[config.mk]
export PLATFORM = sky130hd
export DESIGN_NAME = gate_sweep_ctrl
export DESIGN_NICKNAME = d
export VERILOG_FILES = /design/src/rtl/gate_sweep_ctrl_pkg.sv /design/src/rtl/gate_sweep_ctrl_settle.sv /design/src/rtl/gate_sweep_ctrl.sv
export SDC_FILE = /design/constraint.sdc
export NUM_CORES = 1
export LEC_CHECK = 0
export CORE_MARGIN = 1
export CORE_UTILIZATION = 40
export DETAILED_ROUTE_END_ITERATION = 6
export HOLD_SLACK_MARGIN = 0.12
export PLACE_DENSITY = 0.7
export SLEW_MARGIN = 40
export SYNTH_ARGS = -nofsm -noshare
export SYNTH_HDL_FRONTEND = slang
export SYNTH_SLANG_ARGS = --single-unit
export TNS_END_PERCENT = 100
[constraint.sdc]
create_clock -name clk -period 2.1 [get_ports clk]
set_input_delay 0.63 -clock clk [delete_from_list [all_inputs] [get_ports clk]]
set_output_delay 0.63 -clock clk [all_outputs]
set_load 0.005 [all_outputs]
[src/rtl/gate_sweep_ctrl_pkg.sv]
// Shared types and constants for the gate sweep controller: FSM states,
// standard 2-input truth tables and counter sizing.
package gate_sweep_ctrl_pkg;

  localparam int unsigned NUM_VEC    = 4;
  localparam int unsigned VEC_W      = 2;
  localparam int unsigned CNT_W      = 4;
  localparam int unsigned SETTLE_MIN = 1;
  localparam int unsigned SETTLE_MAX = 15;

  typedef enum logic [1:0] {
    ST_IDLE   = 2'd0,
    ST_SETTLE = 2'd1,
    ST_SAMPLE = 2'd2,
    ST_DONE   = 2'd3
  } state_t;

  // Bit i is the expected gate output for {a,b} = i.
  localparam logic [NUM_VEC-1:0] TT_AND  = 4'b1000;
  localparam logic [NUM_VEC-1:0] TT_OR   = 4'b1110;
  localparam logic [NUM_VEC-1:0] TT_XOR  = 4'b0110;
  localparam logic [NUM_VEC-1:0] TT_NAND = 4'b0111;
  localparam logic [NUM_VEC-1:0] TT_NOR  = 4'b0001;

  typedef struct packed {
    logic               pass;
    logic [NUM_VEC-1:0] fail_mask;
  } result_t;

  function automatic bit settle_legal(input int unsigned cyc);
    return (cyc >= SETTLE_MIN) && (cyc <= SETTLE_MAX);
  endfunction

endpackage

[src/rtl/gate_sweep_ctrl_settle.sv]
// Loadable 4-bit down-counter timing how long each vector is held before
// the gate output is sampled.
module settle_counter
  import gate_sweep_ctrl_pkg::*;
(
  input  logic             clk,
  input  logic             rst,
  input  logic             load,
  input  logic [CNT_W-1:0] load_val,
  input  logic             en,
  output logic             zero
);

  logic [CNT_W-1:0] count;

  // Load wins over decrement; the count parks at zero rather than wrapping.
  always_ff @(posedge clk or posedge rst) begin
    if (rst) begin
      count <= '0;
    end else if (load) begin
      count <= load_val;
    end else if (en && (count != '0)) begin
      count <= count - CNT_W'(1);
    end
  end

  assign zero = (count == '0);

endmodule

[src/rtl/gate_sweep_ctrl.sv]
// Sweeps a 2-input gate through all four input vectors, samples its output
// after a settle period and reports per-vector mismatches.
module gate_sweep_ctrl
  import gate_sweep_ctrl_pkg::*;
#(
  parameter logic [NUM_VEC-1:0] TRUTH      = TT_OR,
  parameter int unsigned        SETTLE_CYC = 2
) (
  input  logic               clk,
  input  logic               rst,
  input  logic               start,
  input  logic               y,
  output logic               a,
  output logic               b,
  output logic               busy,
  output logic               done,
  output logic               pass,
  output logic [NUM_VEC-1:0] fail_mask,
  output logic [VEC_W-1:0]   vec_idx
);

  if (!settle_legal(SETTLE_CYC)) begin : g_bad_settle
    $error("gate_sweep_ctrl: SETTLE_CYC must be within 1..15");
  end

  localparam logic [CNT_W-1:0] SETTLE_RELOAD = CNT_W'(SETTLE_CYC - 1);
  localparam logic [VEC_W-1:0] LAST_VEC      = VEC_W'(NUM_VEC - 1);

  state_t             state, state_next;
  logic [VEC_W-1:0]   vec_idx_next;
  result_t            res, res_next;
  logic               busy_next;
  logic               done_next;
  logic               cnt_load;
  logic               cnt_en;
  logic               cnt_zero;

  settle_counter u_settle (
    .clk      (clk),
    .rst      (rst),
    .load     (cnt_load),
    .load_val (SETTLE_RELOAD),
    .en       (cnt_en),
    .zero     (cnt_zero)
  );

  always_ff @(posedge clk or posedge rst) begin
    if (rst) begin
      state   <= ST_IDLE;
      vec_idx <= '0;
      res     <= '0;
      busy    <= 1'b0;
      done    <= 1'b0;
    end else begin
      state   <= state_next;
      vec_idx <= vec_idx_next;
      res     <= res_next;
      busy    <= busy_next;
      done    <= done_next;
    end
  end

  // Next-state and next-output logic; the result is final on the edge into DONE.
  always_comb begin
    state_next   = state;
    vec_idx_next = vec_idx;
    res_next     = res;
    busy_next    = busy;
    done_next    = 1'b0;
    cnt_load     = 1'b0;
    cnt_en       = 1'b0;

    case (state)
      ST_IDLE: begin
        if (start) begin
          state_next   = ST_SETTLE;
          vec_idx_next = '0;
          res_next     = '0;
          busy_next    = 1'b1;
          cnt_load     = 1'b1;
        end
      end
      ST_SETTLE: begin
        if (cnt_zero) begin
          state_next = ST_SAMPLE;
        end else begin
          cnt_en = 1'b1;
        end
      end
      ST_SAMPLE: begin
        if (y != TRUTH[vec_idx]) begin
          res_next.fail_mask[vec_idx] = 1'b1;
        end
        if (vec_idx == LAST_VEC) begin
          state_next    = ST_DONE;
          done_next     = 1'b1;
          busy_next     = 1'b0;
          res_next.pass = (res_next.fail_mask == '0);
        end else begin
          state_next   = ST_SETTLE;
          vec_idx_next = vec_idx + VEC_W'(1);
          cnt_load     = 1'b1;
        end
      end
      ST_DONE: begin
        state_next = ST_IDLE;
      end
      default: begin
        state_next = ST_IDLE;
      end
    endcase
  end

  assign a         = vec_idx[1];
  assign b         = vec_idx[0];
  assign pass      = res.pass;
  assign fail_mask = res.fail_mask;

endmodule

==> results of run 1 <==
==> synth_stat cells <==
library cell,instances,share of area
nor2b_1,1,0.0076
buf_2,1,0.0061
inv_1,7,0.032
and3_1,1,0.0076
mux2_2,1,0.014
xnor2_1,1,0.011
clkbuf_1,2,0.0091
or2_2,1,0.0076
nor3_1,1,0.0061
a21oi_1,10,0.061
o21a_1,2,0.018
a31o_1,1,0.011
buf_4,2,0.018
ha_1,5,0.076
nand2b_1,1,0.0076
dfrtp_1,15,0.46
mux2i_1,3,0.037
o21bai_1,1,0.0091
or3b_2,1,0.011
nand2_1,2,0.0091
a22o_1,3,0.032
nor2_1,6,0.027
or4b_1,1,0.012
a311oi_1,1,0.011
nand3_1,2,0.012
o21ai_0,3,0.018
nor4b_2,1,0.018
o22ai_1,1,0.0076
a31oi_1,3,0.023
and2b_1,1,0.0091
and2_1,2,0.015
==> state kept, by name (all words and copies together) (netlist names) <==
register	flops
done	1
u_settle.count	4
state	2
vec_idx	2
busy	1
pass	1
fail_mask	4
==> layer usage <==
metal	wire length (µm)	up-vias	track usage	part of all wire
met2	696	11	0.268	0.46
met1	753	306	0.217	0.50
met5	0	-	0	0
li1	-	319	-	-
met3	41	2	0.0346	0.027
met4	13	0	0.0686	0.0086
==> through the flow <==
stage | setup WS [ns] | hold slack [ns]
3_3_place_gp | 0.286 | 0.468
2_1_floorplan | 0.588 | 0.432
5_1_grt | 0.117 | 0.519
3_5_place_dp | 0.259 | 0.465
4_1_cts | 0.185 | 0.477
6_report | 0.201 | 0.480
==> cells by family after synthesis <==
group	Yosys count
adders and majority gates	5
and+or+nand+nor	21
muxes	4
AOI/OAI and AO/OA	25
DFF	15
buffers and inverters	12
xor gates and xnor gates	1
==> report_power, final <==
group          internal, mW  switching, mW
combinational         0.313          0.265
clock                0.0706         0.0942
sequential            0.371          0.112
==> worst max-delay path by stage <==
stage | startpoint | endpoint | slack, ns | cells after the start
4_1_cts | vec_idx[1] | vec_idx[1] | 0.19 | 1
5_1_grt | vec_idx[1] | a | 0.12 | 1
3_5_place_dp | y | pass | 0.26 | 4
2_1_floorplan | u_settle.count[0] | u_settle.count[0] | 0.59 | 6
6_report | vec_idx[1] | a | 0.20 | 1
3_3_place_gp | y | pass | 0.29 | 4
==> area by class of cell <==
cell class	instances	area [µm²]	share of cell area
inverter	7	26.3	0.0262
multi-input combinational	56	393	0.392
timing repair buffer	15	148	0.147
clock inverter	1	5.00	0.00499
clock buffer	3	22.5	0.0224
sequential	15	375	0.374
tap	27	33.8	0.0337
==> impl_metrics.sql, run 1 <==
INSERT INTO impl_metrics (metric_group, metric, value, unit) VALUES
('outcome', 'outcome', 'finished, final reports clean', ''),
('yosys', 'share_of_the_synthesized_area_in_compound_gates_ao_oa_aoi_oai', '0.190', ''),
('clock_tree', 'tritoncts.num_buffers', '3', ''),
('layout', 'most_common_cell_after_layout_fill_and_taps_aside', 'dfrtp_1', ''),
('grt', 'grt.total_usage', '0.167', ''),
('hold_path', 'timing.hold.worst_endpoint', 'u_settle.count[3]', ''),
('layout', 'stdcell_count', '124', ''),
('yosys', 'synth_top_family_by_area', 'compound AO/OA/AOI/OAI gates', ''),
('clock_tree', 'post_cts_buffers', '0', ''),
('yosys', 'ys.warnings.count', '0', ''),
('power', 'leakage_power', '0.459', 'nW'),
('clock_tree', 'postCtsHoldBufs', '0', ''),
('yosys', 'netlist_area', '822', 'µm²'),
('clock_tree', 'cts.path.max_buffers', '2', ''),
('layout', 'finish.net_count', '107', ''),
('worst_setup_path', 'r2r_cell_count', '3', ''),
('hold_path', 'worst_hold_startpoint', 'u_settle.count[3]', ''),
('routing', 'drt-pass1-iter-count', '4', ''),
('worst_setup_path', 'capture_instance_of_the_worst_register_to_register_path', 'pass', ''),
('placement', 'hpwlAfterDp', '1.09', 'mm'),
('yosys', 'post_synth.cell_area_avg', '9.90', 'µm²'),
('floorplan', 'design.portCount', '15', ''),
('floorplan', 'initial_utilization', '0.423', ''),
('power', 'vdd.ir_drop.worst', '0.671', 'mV'),
('yosys', 'synth-adder-area-share', '0.0761', ''),
('layout', 'layout.cell_area.non_filler', '0.00100', 'mm²'),
('clock_tree', 'htreeDepth', '1', ''),
('grt', 'grt_start_max_net_pins', '16', ''),
('sta', 'rsz0062_at_grt', 'no', ''),
('hold_path', 'timing.hold.worst.class', 'register to register', ''),
('worst_setup_path', 'critical_path_class', 'register to output port', ''),
('placement', 'post_dp_cell_area', '976', 'µm²'),
('layout', 'fillCellCount', '185', ''),
('worst_setup_path', 'timing.critical_path.cells', 'clkdlybuf4s50_1', ''),
('layout', 'antenna_cells', '0', ''),
('layout', 'fin_util', '0.517', ''),
('worst_setup_path', 'worst_setup_path_start_kind', 'register', ''),
('worst_setup_path', 'worst_path_largest_cell_delay', '0.54', 'ns'),
('worst_setup_path', 'worst-endpoint-arrival', '1.27', 'ns'),
('routing', 'drtIter0Drc', '2', ''),
('sta', 'fmaxAchievable', '527', 'MHz'),
('routing', 'vias_after_detailed_routing', '638', ''),
('clock_tree', 'clk_latency', '0.28', 'ns'),
('yosys', 'xor_xnor_share_of_the_synthesized_area', '0.0107', ''),
('placement', 'port_buffer_count', '14', ''),
('floorplan', 'area_of_the_placeable_core', '0.00194', 'mm²'),
('worst_setup_path', 'r2r_startpoint', 'state[1]', ''),
('sta', 'final_period_minus_worst_setup_slack', '1.90', 'ns'),
('worst_setup_path', 'critical_path.top_delay_family', 'buffers and inverters', ''),
('sta', 'clock_skew', '0.00478', 'ns'),
('sta', 'max-slew-margin-rel', '0.611', ''),
('worst_setup_path', 'setup.worst_path.end_class', 'output port', ''),
('worst_setup_path', 'worstPathRequired', '1.47', 'ns'),
('floorplan', 'die_area', '0.00224', 'mm²'),
('sta', 'tightestPinTransition', '0.583', 'ns'),
('worst_setup_path', 'buffers_and_inverters_on_the_worst_path', '1', ''),
('clock_tree', 'ctsResizeCount', '0', ''),
('routing', 'final_antenna_net_count', '0', ''),
('power', 'total_power', '1.23', 'mW'),
('grt', 'grt_pass1_wl', '2.59', 'mm'),
('layout', 'synthToLayoutAreaGrowth', '22.1', '%'),
('yosys', 'synth-seq-cells', '15', ''),
('placement', 'place_congestion', '0.815', ''),
('worst_setup_path', 'critical_path_peak_fanout', '7', ''),
('sta', 'setup_viol', '0', ''),
('floorplan', 'dieHeight', '47.3', 'µm'),
('routing', 'drt-wirelength-per-cell', '12.1', 'µm'),
('yosys', 'ys_seq_area_frac', '0.457', ''),
('routing', 'drc', '0', ''),
('flow_run', 'maxCapViolCount', '0', ''),
('clock_tree', 'tritoncts_clock_tree', 'built', '');
Note: power is estimated with default switching activity, not from simulation.
==> inputs of run 2 (changes only) <==
- clock period: 2.1 -> 2.4 ns (I/O delays scaled with it)
==> impl_metrics.sql, run 2 (same netlist as run 1, synthesis figures left out) <==
INSERT INTO impl_metrics (metric_group, metric, value, unit) VALUES
('sta', 'clock_skew', '0.0133', 'ns'),
('clock_tree', 'tritoncts_clock_tree', 'built', ''),
('worst_setup_path', 'r2r_cell_count', '5', ''),
('worst_setup_path', 'worst_path_largest_cell_delay', '0.55', 'ns'),
('power', 'powerDensity', '1080', 'mW/mm²'),
('clock_tree', 'cts.sink_count', '15', ''),
('layout', 'synthToLayoutAreaGrowth', '21.2', '%'),
('hold_path', 'timing.hold.worst.class', 'register to register', ''),
('clock_tree', 'post_cts_buffers', '0', ''),
('layout', 'final_layout_size_suffix_gt1_frac', '0.0833', ''),
('sta', 'tightestPinTransition', '0.563', 'ns'),
('sta', 'setup_viol', '0', ''),
('layout', 'most_common_cell_after_layout_fill_and_taps_aside', 'dfrtp_1', ''),
('layout', 'fillCellCount', '196', ''),
('sta', 'max-slew-margin-rel', '0.624', ''),
('sta', 'rsz0062_at_grt', 'no', ''),
('layout', 'sequential_cell_area', '375', 'µm²'),
('clock_tree', 'cts.path.max_buffers', '2', ''),
('sta', 'post-route-worst-setup-slack', '0.385', 'ns'),
('worst_setup_path', 'worst_setup_path_start_kind', 'register', ''),
('sta', 'setup_tns', '0', 'ns'),
('sta', 'fmaxAchievable', '496', 'MHz'),
('worst_setup_path', 'r2r_startpoint', 'vec_idx[1]', ''),
('worst_setup_path', 'setup.worst_path.end_class', 'output port', ''),
('worst_setup_path', 'critical_path.top_delay_family', 'buffers and inverters', ''),
('floorplan', 'area_of_the_placeable_core', '0.00194', 'mm²'),
('grt', 'grt_pass1_wl', '2.50', 'mm'),
('power', 'leakage_power', '0.455', 'nW'),
('clock_tree', 'clk_pin_slew', '0.10', 'ns'),
('routing', 'drtIter0Drc', '9', ''),
('worst_setup_path', 'setup.reg_to_reg.worst_slack', '0.79', 'ns'),
('sta', 'final_period_minus_worst_setup_slack', '2.01', 'ns'),
('layout', 'finish.net_count', '106', ''),
('hold_path', 'hold_depth', '1', ''),
('hold_path', 'worst_hold_startpoint', 'u_settle.count[3]', ''),
('clock_tree', 'cell_at_the_root_of_the_clock_tree', 'clkbuf_4', ''),
('grt', 'first_global_vias', '591', ''),
('routing', 'vias_after_detailed_routing', '656', ''),
('sta', 'timing.final.max_slew_violations', '0', ''),
('floorplan', 'die_area', '0.00224', 'mm²'),
('placement', 'port_buffer_count', '14', ''),
('layout', 'antenna_cells', '0', ''),
('floorplan', 'dieWidth', '47.3', 'µm'),
('clock_tree', 'tritoncts.num_buffers', '3', ''),
('worst_setup_path', 'capture_instance_of_the_worst_register_to_register_path', 'pass', ''),
('routing', 'drt-wirelength-per-cell', '12.9', 'µm'),
('layout', 'commonest_cells_after_routing_fill_and_taps_aside', '15 x dfrtp_1, 14 x clkdlybuf4s50_1, 10 x a21oi_1', ''),
('worst_setup_path', 'worst-endpoint-arrival', '1.29', 'ns'),
('grt', 'grt.total_usage', '0.164', ''),
('power', 'total_power', '1.07', 'mW'),
('placement', 'worst_setup_slack_before_clock_tree_synthesis', '0.410', 'ns'),
('placement', 'hpwlAfterDp', '1.22', 'mm'),
('grt', 'gr-total-overflow', '0', ''),
('worst_setup_path', 'critical_path_peak_fanout', '7', ''),
('layout', 'multi_input_gate_area', '393', 'µm²'),
('clock_tree', 'clk_latency', '0.29', 'ns'),
('routing', 'drt-pass1-iter-count', '4', ''),
('worst_setup_path', 'worstPathRequired', '1.68', 'ns'),
('worst_setup_path', 'critical-path-slowest-cell', 'clkdlybuf4s50_1', ''),
('power', 'vdd.ir_drop.worst', '0.495', 'mV'),
('grt', 'grt_start_max_net_pins', '16', ''),
('worst_setup_path', 'buffers_and_inverters_on_the_worst_path', '1', ''),
('worst_setup_path', 'critical_path_class', 'register to output port', ''),
('clock_tree', 'postCtsHoldBufs', '0', ''),
('grt', 'antenna_found_initial', '0', ''),
('routing', 'drc', '0', ''),
('floorplan', 'placement_rows', '16', ''),
('worst_setup_path', 'critical_path.endpoint', 'a', ''),
('flow_run', 'maxCapViolCount', '0', ''),
('worst_setup_path', 'critical_path.startpoint', 'vec_idx[1]', ''),
('floorplan', 'design.portCount', '15', ''),
('placement', 'place_congestion', '0.835', ''),
('sta', 'hold_viol_final', '0', ''),
('clock_tree', 'ctsResizeCount', '0', ''),
('clock_tree', 'htreeDepth', '1', ''),
('floorplan', 'initial_utilization', '0.423', ''),
('worst_setup_path', 'critical_path_depth', '1', ''),
('routing', 'routed_wirelength', '1.59', 'mm'),
('floorplan', 'dieHeight', '47.3', 'µm'),
('worst_setup_path', 'timing.critical_path.cells', 'clkdlybuf4s50_1', ''),
('sta', 'finalCritPeriodShare', '0.839', ''),
('outcome', 'outcome', 'finished, final reports clean', ''),
('routing', 'detail_route.vias_per_cell', '5.33', ''),
('routing', 'final_antenna_net_count', '0', '');
==> run 2: cell types whose count changed in the layout (fill, tap and decap cells not counted) <==
cell	previous run	this run
buf_4	1	0
==> run 2: worst min-delay path by stage <==
stage	to	slack (ns)
6_report	u_settle.count[3]	0.48
5_1_grt	u_settle.count[3]	0.54
4_1_cts	u_settle.count[3]	0.47
3_5_place_dp	u_settle.count[3]	0.46
3_3_place_gp	u_settle.count[3]	0.45
2_1_floorplan	u_settle.count[3]	0.43
==> run 2: final cells by class <==
type / instances / share of cell area
well taps: 27 / 0.0339
multi-input cells: 56 / 0.394
flip-flops and latches: 15 / 0.377
repair buffers: 14 / 0.141
inverters: 7 / 0.0264
clock buffers: 3 / 0.0226
clock inverters: 1 / 0.00503
==> run 2: where the power goes <==
group	internal, mW	switching, mW
clock network	0.0620	0.0831
registers	0.325	0.101
logic	0.266	0.236
total	0.653	0.421
==> run 2: stage by stage <==
step	hold WS, ns	util	cells	instance area (µm²)
after floorplan	0.432	-	83	822
after global placement	0.449	0.499	119	968
after detailed placement	0.458	0.499	119	968
after CTS	0.471	0.513	123	996
after global routing	0.536	0.513	123	996
final	0.485	0.513	123	996
==> run 2: routing by layer <==
| metal | routed length, µm | vias up | global-route usage | share of wire |
|---|---|---|---|---|
| met5 | 0 | - | 0 | 0 |
| met4 | 27 | 0 | 0.0857 | 0.017 |
| met3 | 59 | 4 | 0.0346 | 0.037 |
| met2 | 774 | 17 | 0.274 | 0.49 |
| met1 | 728 | 317 | 0.198 | 0.46 |
| li1 | - | 318 | - | - |
